$ cat config.mk
export PLATFORM = sky130hd
export DESIGN_NAME = yif_queue
export DESIGN_NICKNAME = d
export VERILOG_FILES = /design/src/rtl/yif_queue.sv
export SDC_FILE = /design/constraint.sdc
export NUM_CORES = 1
export LEC_CHECK = 0
export CORE_MARGIN = 2
export CORE_UTILIZATION = 61
export CTS_BUF_LIST = sky130_fd_sc_hd__clkbuf_8
export CTS_CLUSTER_DIAMETER = 80
export DETAILED_ROUTE_END_ITERATION = 8
export PLACE_DENSITY = 0.9
export SYNTH_ARGS = -nofsm -noshare
export SYNTH_HDL_FRONTEND = slang
export SYNTH_SLANG_ARGS = --single-unit
$ cat constraint.sdc
create_clock -name clk -period 8.3 [get_ports clk]
set_input_delay 1.66 -clock clk [delete_from_list [all_inputs] [get_ports clk]]
set_output_delay 1.66 -clock clk [all_outputs]
set_load 0.05 [all_outputs]
$ cat src/rtl/yif_queue.sv
`default_nettype none
// ============================================================================
// Module   : yif_queue
// Purpose  : First-word fall-through instruction queue between fetch and
//            decode. Flushes on redirect and presents a NOP when empty.
// Revision : 1.0 - initial release
// ============================================================================
module yif_queue #(
    parameter int unsigned      DEPTH = 4,
    parameter int unsigned      WIDTH = 32,
    parameter logic [WIDTH-1:0] NOP   = 32'h00000013
) (
    input  logic                       clk,
    input  logic                       rst_n,
    input  logic                       in_valid,
    output logic                       in_ready,
    input  logic [WIDTH-1:0]           in_ins,
    input  logic [WIDTH-1:0]           in_pcp4,
    input  logic                       flush,
    output logic                       out_valid,
    input  logic                       out_ready,
    output logic [WIDTH-1:0]           out_ins,
    output logic [WIDTH-1:0]           out_pcp4,
    output logic [$clog2(DEPTH+1)-1:0] count,
    output logic [7:0]                 drop_cnt
);

    localparam int unsigned PW = $clog2(DEPTH);
    localparam int unsigned CW = $clog2(DEPTH + 1);

    logic [2*WIDTH-1:0] mem_q [DEPTH];
    logic [PW-1:0]      wr_ptr_q, wr_ptr_d;
    logic [PW-1:0]      rd_ptr_q, rd_ptr_d;
    logic [CW-1:0]      count_q, count_d;
    logic [7:0]         drop_q, drop_d;
    logic               w_push;
    logic               w_pop;
    logic               w_full;

    // Ready and valid come from occupancy only, so no combinational
    // path exists from out_ready to in_ready.
    assign w_full    = (count_q == CW'(DEPTH));
    assign in_ready  = !w_full;
    assign out_valid = (count_q != '0);
    assign w_push    = in_valid && in_ready && !flush;
    assign w_pop     = out_valid && out_ready && !flush;

    always_comb begin
        wr_ptr_d = wr_ptr_q;
        rd_ptr_d = rd_ptr_q;
        count_d  = count_q;
        drop_d   = drop_q;
        if (flush) begin
            wr_ptr_d = '0;
            rd_ptr_d = '0;
            count_d  = '0;
        end else begin
            if (w_push) wr_ptr_d = wr_ptr_q + PW'(1);
            if (w_pop)  rd_ptr_d = rd_ptr_q + PW'(1);
            if (w_push && !w_pop)      count_d = count_q + CW'(1);
            else if (w_pop && !w_push) count_d = count_q - CW'(1);
            if (in_valid && w_full && (drop_q != 8'hFF)) drop_d = drop_q + 8'd1;
        end
    end

    always_ff @(posedge clk or negedge rst_n) begin
        if (!rst_n) begin
            wr_ptr_q <= '0;
            rd_ptr_q <= '0;
            count_q  <= '0;
            drop_q   <= '0;
        end else begin
            wr_ptr_q <= wr_ptr_d;
            rd_ptr_q <= rd_ptr_d;
            count_q  <= count_d;
            drop_q   <= drop_d;
        end
    end

    // Storage is not reset; stale entries are hidden by the count gating.
    always_ff @(posedge clk) begin
        if (w_push) mem_q[wr_ptr_q] <= {in_ins, in_pcp4};
    end

    always_comb begin
        out_ins  = NOP;
        out_pcp4 = '0;
        if (out_valid) begin
            out_ins  = mem_q[rd_ptr_q][2*WIDTH-1:WIDTH];
            out_pcp4 = mem_q[rd_ptr_q][WIDTH-1:0];
        end
    end

    assign count    = count_q;
    assign drop_cnt = drop_q;

endmodule
`default_nettype wire

==> flow_summary.yaml, run 1 <==
synth:
  ys.flop_type: "edfxtp_1"
  yosysWarnings: 0
  synth-edff-count: 256
  postSynthCellCount: 512
  synth-seq-cells: 271
  synth_area_sq_um: 10700
  syn_nets: 587
  synthDistinctLibCells: 41
  avgSynthCellArea_sq_um: 20.8
  ys_seq_area_share_pct: 75.6
  synthArstFlopShare_pct: 5.54
floorplanning:
  core_sq_um: 17200
  row_count: 48
  die_y_um: 136
  start_util_pct: 62.1
  dieArea_sq_um: 18600
  die_w_um: 136
  ioPinCount: 146
worst_setup_path:
  end_kind: "output pin"
  cp_max_fo: 35
  critPathRequiredTime_ns: 6.64
  start_kind: "register"
  crit_type: "reg -> out"
  arrival_ns: 3.65
  r2r_slack_ns: 5.80
cells_and_area:
  finish.utilization_pct: 76.1
  final_cell_mix: "256 x edfxtp_1, 145 x clkdlybuf4s50_1, 64 x mux4_2"
  final_common_cell: "edfxtp_1"
  instances_no_fill: 935
  fin_nets: 752
  drive_gt1_share_pct: 19.6
  fillers: 946
  antenna_cells: 0
  final_cell_area_sq_um: 13100
  synthToLayoutAreaGrowth_pct: 22.6
clock_tree:
  root_buffer: "clkbuf_8"
  htreeDepth: 2
  cts.reportedPaths.clkPinSlew_ns: 0.06
  hold_buffers: 0
  cts_buffer_depth: 3
  cts_tree: "yes"
  cts_sinks: 271
  cts_resized: 0
  cts_setup_buffers: 0
  numCtsBuffers: 42
  clock_latency_ns: 0.53
sta:
  whs_ns: 0.560
  max_freq_ghz: 0.188
  slew_viol_final: 0
  hold_viol: 0
  fin_ws_ns: 2.99
  fin_skew_ns: 0.0145
  worst_pin_slew_ns: 1.00
  finalCriticalPeriod_ns: 5.31
  rsz0062_at_grt: "no"
  fin_crit_sh_pct: 63.9
  max_slew_margin_pct: 33.1
  setup_viol: 0
  fin_setup_tns_ns: 0
route:
  vias: 5426
  drc: 0
  wl_per_cell_um: 21.0
  wl_mm: 19.6
  drtIter0Drc: 346
  dr.pass1.iters: 4
  detail-route-antenna-nets: 0
  vias_per_cell: 5.80
place:
  place_inst: 858
  port_buffers: 145
  place_hpwl_mm: 11.5
  placed_area_sq_um: 12300
  place_ws_ns: 3.44
  place.gp.congestion: 0.784
pwr:
  power_mw: 3.97
  internal_power_mw: 2.60
  power.clock.fraction_pct: 25.1
  pwr_density_cell_nw_per_um2: 304
  p_switching_mw: 1.38
  power_frac_seq_pct: 41.4
  sw_frac_of_total_pct: 34.7
  ir_worst_vdd_mv: 0.243
  comb_power_share_pct: 33.5
  leakage_nw: 4.23
run_status:
  status: "complete, no violations"
flow_run:
  maxCapViolCount: 0
grt:
  track_usage_pct: 21.9
  grt-ovfl-total: 0
  grt_pass1_wl_mm: 30.4
  grt_max_degree: 66
  grt_pass1_vias: 5829
  grt_antenna_before_repair: 0
hold_path:
  hold_path.class: "reg -> reg"
critical path: stages, from the launching register on:
cell and delay (ns):
dfrtp_4 0.83, buf_4 0.68, mux4_2 0.58, or2_2 0.29, clkdlybuf4s50_1 0.71
layout make-up:
type / instances / area (sq um) / share of cell area (%)
well taps: 225 / 282 / 2.15
inverters: 11 / 43.8 / 0.335
clock buffers: 44 / 606 / 4.63
repair buffers: 147 / 1470 / 11.2
clock inverters: 33 / 163 / 1.24
flip-flops and latches: 271 / 8070 / 61.8
multi-input cells: 204 / 2440 / 18.6
final timing paths:
path / from / end / cells past startpoint
max reg2reg: count[0] / mem_q[1][61] / 3
max: rd_ptr_q[0] / out_ins[0] / 4
min: drop_cnt[0] / drop_cnt[0] / 1
max in group asynchronous: rst_n / rd_ptr_q[1] / 1
min reg2reg: drop_cnt[0] / drop_cnt[0] / 1
min in group asynchronous: rst_n / drop_cnt[1] / 1
cells in the mapped netlist (6+ instances only):
| cell type | instances | area, sq um |
|---|---|---|
| nand3_1 | 7 | 35.0 |
| mux2_2 | 6 | 67.6 |
| edfxtp_1 | 256 | 7690 |
| nand2_1 | 6 | 22.5 |
| mux4_2 | 64 | 1440 |
| nor3_1 | 6 | 30.0 |
| dfrtp_1 | 15 | 375 |
| buf_2 | 8 | 40.0 |
| nor2b_1 | 58 | 363 |
| clkbuf_1 | 12 | 45.0 |
| inv_1 | 10 | 37.5 |
power groups by stage:
stage                     clock network, mW  logic (mW)  registers (mW)
final                                 0.999        1.33            1.65
after global routing                   1.07        1.39            1.66
after CTS                              1.02        1.34            1.65
after detailed placement                  0        1.33            1.68
after global placement                    0        1.31            1.67
after floorplan                           0       0.937            1.65
kinds of logic after synthesis:
group,share of synthesized area (%)
xor gates and xnor gates,0.411
AOI/OAI and AO/OA,1.22
DFF,75.6
and+or+nand+nor,6.04
adders and majority gates,0.775
buffers and inverters,1.67
muxes,14.3
flip-flops by register name, indices dropped and copies added, names as in the netlist:
| signal | count |
|---|---|
| wr_ptr_q | 2 |
| mem_q | 256 |
| count | 3 |
| drop_cnt | 8 |
| rd_ptr_q | 2 |
metal layers:
metal	global-route usage [%]	part of all wire (%)	wire length (um)	vias to the layer above
met5	0	0	0	-
met3	5.29	6.8	1340	37
met4	6.37	1.9	364	0
li1	-	-	-	2397
met2	37.5	51	10100	209
met1	28.3	40	7860	2783
Note: power is estimated with default switching activity, not from simulation.
==> inputs of run 2 (changes only) <==
--- a/config.mk
+++ b/config.mk
@@ -6,11 +6,11 @@
 export NUM_CORES = 1
 export LEC_CHECK = 0
 export CORE_MARGIN = 2
-export CORE_UTILIZATION = 61
+export CORE_UTILIZATION = 57
 export CTS_BUF_LIST = sky130_fd_sc_hd__clkbuf_8
 export CTS_CLUSTER_DIAMETER = 80
 export DETAILED_ROUTE_END_ITERATION = 8
-export PLACE_DENSITY = 0.9
+export PLACE_DENSITY = 0.86
 export SYNTH_ARGS = -nofsm -noshare
 export SYNTH_HDL_FRONTEND = slang
 export SYNTH_SLANG_ARGS = --single-unit
==> constraint.sdc (replaced) <==
create_clock -name clk -period 5.4 [get_ports clk]
set_input_delay 1.08 -clock clk [delete_from_list [all_inputs] [get_ports clk]]
set_output_delay 1.08 -clock clk [all_outputs]
set_load 0.05 [all_outputs]
==> run 2 against run 1 <==
Die area increased by 6.8%. Utilization decreased by 5.5 points. Non-clock buffer count increased by 1. Largest cell class unchanged. Sequential share of layout area about the same. Global-route usage decreased by 1.4 points. Critical path depth unchanged. Cell count increased by 0.32%. Sequential power increased by 53%. Worst hold slack got worse by 0.018 ns.
==> flow_summary.yaml, run 2 (synthesis results as in run 1) <==
grt:
  grt_pass1_wl_mm: 31.1
  grt-ovfl-total: 0
  grt_antenna_before_repair: 0
  grt_pass1_vias: 5818
  track_usage_pct: 20.6
  grt_max_degree: 66
floorplanning:
  dieArea_sq_um: 19800
  die_w_um: 141
  start_util_pct: 57.6
  die_y_um: 141
  row_count: 50
  core_sq_um: 18500
  ioPinCount: 146
cells_and_area:
  largest_reg_flops: 256
  final_cell_mix: "256 x edfxtp_1, 145 x clkdlybuf4s50_1, 64 x mux4_2"
  synthToLayoutAreaGrowth_pct: 22.5
  regMostFlops: "mem_q"
  drive_gt1_share_pct: 19.7
  antenna_cells: 0
  fillers: 1133
  fin_nets: 754
  final_common_cell: "edfxtp_1"
sta:
  fin_setup_tns_ns: 0
  fin_crit_sh_pct: 81.1
  max_slew_margin_pct: 34.7
  max_freq_ghz: 0.228
  fin_skew_ns: 0.00959
  finalCriticalPeriod_ns: 4.38
  rsz0062_at_grt: "no"
  hold_viol: 0
  setup_viol: 0
  worst_pin_slew_ns: 0.979
  slew_viol_final: 0
  whs_ns: 0.542
route:
  drc: 0
  dr.pass1.iters: 4
  drtIter0Drc: 351
  wl_per_cell_um: 21.2
  vias: 5386
  detail-route-antenna-nets: 0
  wl_mm: 19.9
  vias_per_cell: 5.74
worst_setup_path:
  r2r_end: "mem_q[2][45]"
  slowest_stage: "dfrtp_4"
  crit_chain: "buf_4, mux4_2, or2_2, clkdlybuf4s50_1"
  end_kind: "output pin"
  crit_family: "buffers and inverters"
  r2r_slack_ns: 2.91
  start_kind: "register"
  crit_type: "reg -> out"
  critPathRequiredTime_ns: 4.32
  r2r-start: "count[0]"
  cp_num_buf_inv: 2
  arrival_ns: 3.30
  cp_max_fo: 28
  rr_worst_depth: 3
  critPathMaxStageDelay_ns: 0.78
clock_tree:
  cts_setup_buffers: 0
  cts_buffer_depth: 3
  numCtsBuffers: 43
  hold_buffers: 0
  root_buffer: "clkbuf_8"
  cts_resized: 0
  clock_latency_ns: 0.52
  cts.reportedPaths.clkPinSlew_ns: 0.06
  cts_tree: "yes"
  cts_sinks: 271
  htreeDepth: 2
pwr:
  ir_worst_vdd_mv: 0.347
  power_mw: 6.09
  pwr_density_cell_nw_per_um2: 466
  leakage_nw: 4.22
place:
  place_hpwl_mm: 11.7
  place.gp.congestion: 0.806
  port_buffers: 145
hold_path:
  hold_path.class: "reg -> reg"
  worstHoldStart: "drop_cnt[0]"
  holdPathStages: 1
  holdPathEnd: "drop_cnt[0]"
run_status:
  status: "complete, no violations"
flow_run:
  maxCapViolCount: 0
run 2: layout make-up:
cell class              instances  area, sq um  share of cell area [%]
repair buffers                148         1470                    11.3
inverters                      11         43.8                   0.335
clock buffers                  48          661                    5.06
clock inverters                22         87.6                   0.670
multi-input cells             204         2440                    18.6
well taps                     234          293                    2.24
flip-flops and latches        271         8070                    61.8
run 2: stage by stage:
| step | std cells | setup slack (ns) | utilization [%] | cell area [sq um] |
|---|---|---|---|---|
| floorplan | 512 | 1.86 | - | 10700 |
| global placement | 868 | 1.47 | 66.5 | 12300 |
| detailed placement | 868 | 1.48 | 66.5 | 12300 |
| CTS | 938 | 0.893 | 70.6 | 13100 |
| global route | 938 | 0.797 | 70.6 | 13100 |
| finish | 938 | 1.02 | 70.6 | 13100 |
run 2: layer usage:
| metal | vias up | global-route usage [%] | share of wire, % |
|---|---|---|---|
| met3 | 39 | 4.42 | 6.1 |
| li1 | 2392 | - | - |
| met4 | 0 | 6.63 | 2.3 |
| met5 | - | 0 | 0 |
| met1 | 2754 | 27.4 | 39 |
| met2 | 201 | 34.6 | 52 |
run 2: power by group:
part,switching [mW],leakage [nW],internal [mW]
clock network,0.712,0.430,0.803
logic,1.27,1.27,0.779
registers,0.116,2.52,2.41
total,2.10,4.22,3.99
run 2: worst max path at each step:
stage	startpoint	endpoint	slack, ns	cells past startpoint
after detailed placement	rd_ptr_q[0]	out_pcp4[12]	1.48	4
after CTS	rd_ptr_q[0]	out_pcp4[12]	0.89	4
final	rd_ptr_q[0]	out_ins[4]	1.02	4
after floorplan	flush	mem_q[0][0]	1.86	3
after global placement	rd_ptr_q[0]	out_pcp4[4]	1.47	4
after global routing	rd_ptr_q[0]	out_pcp4[12]	0.80	4
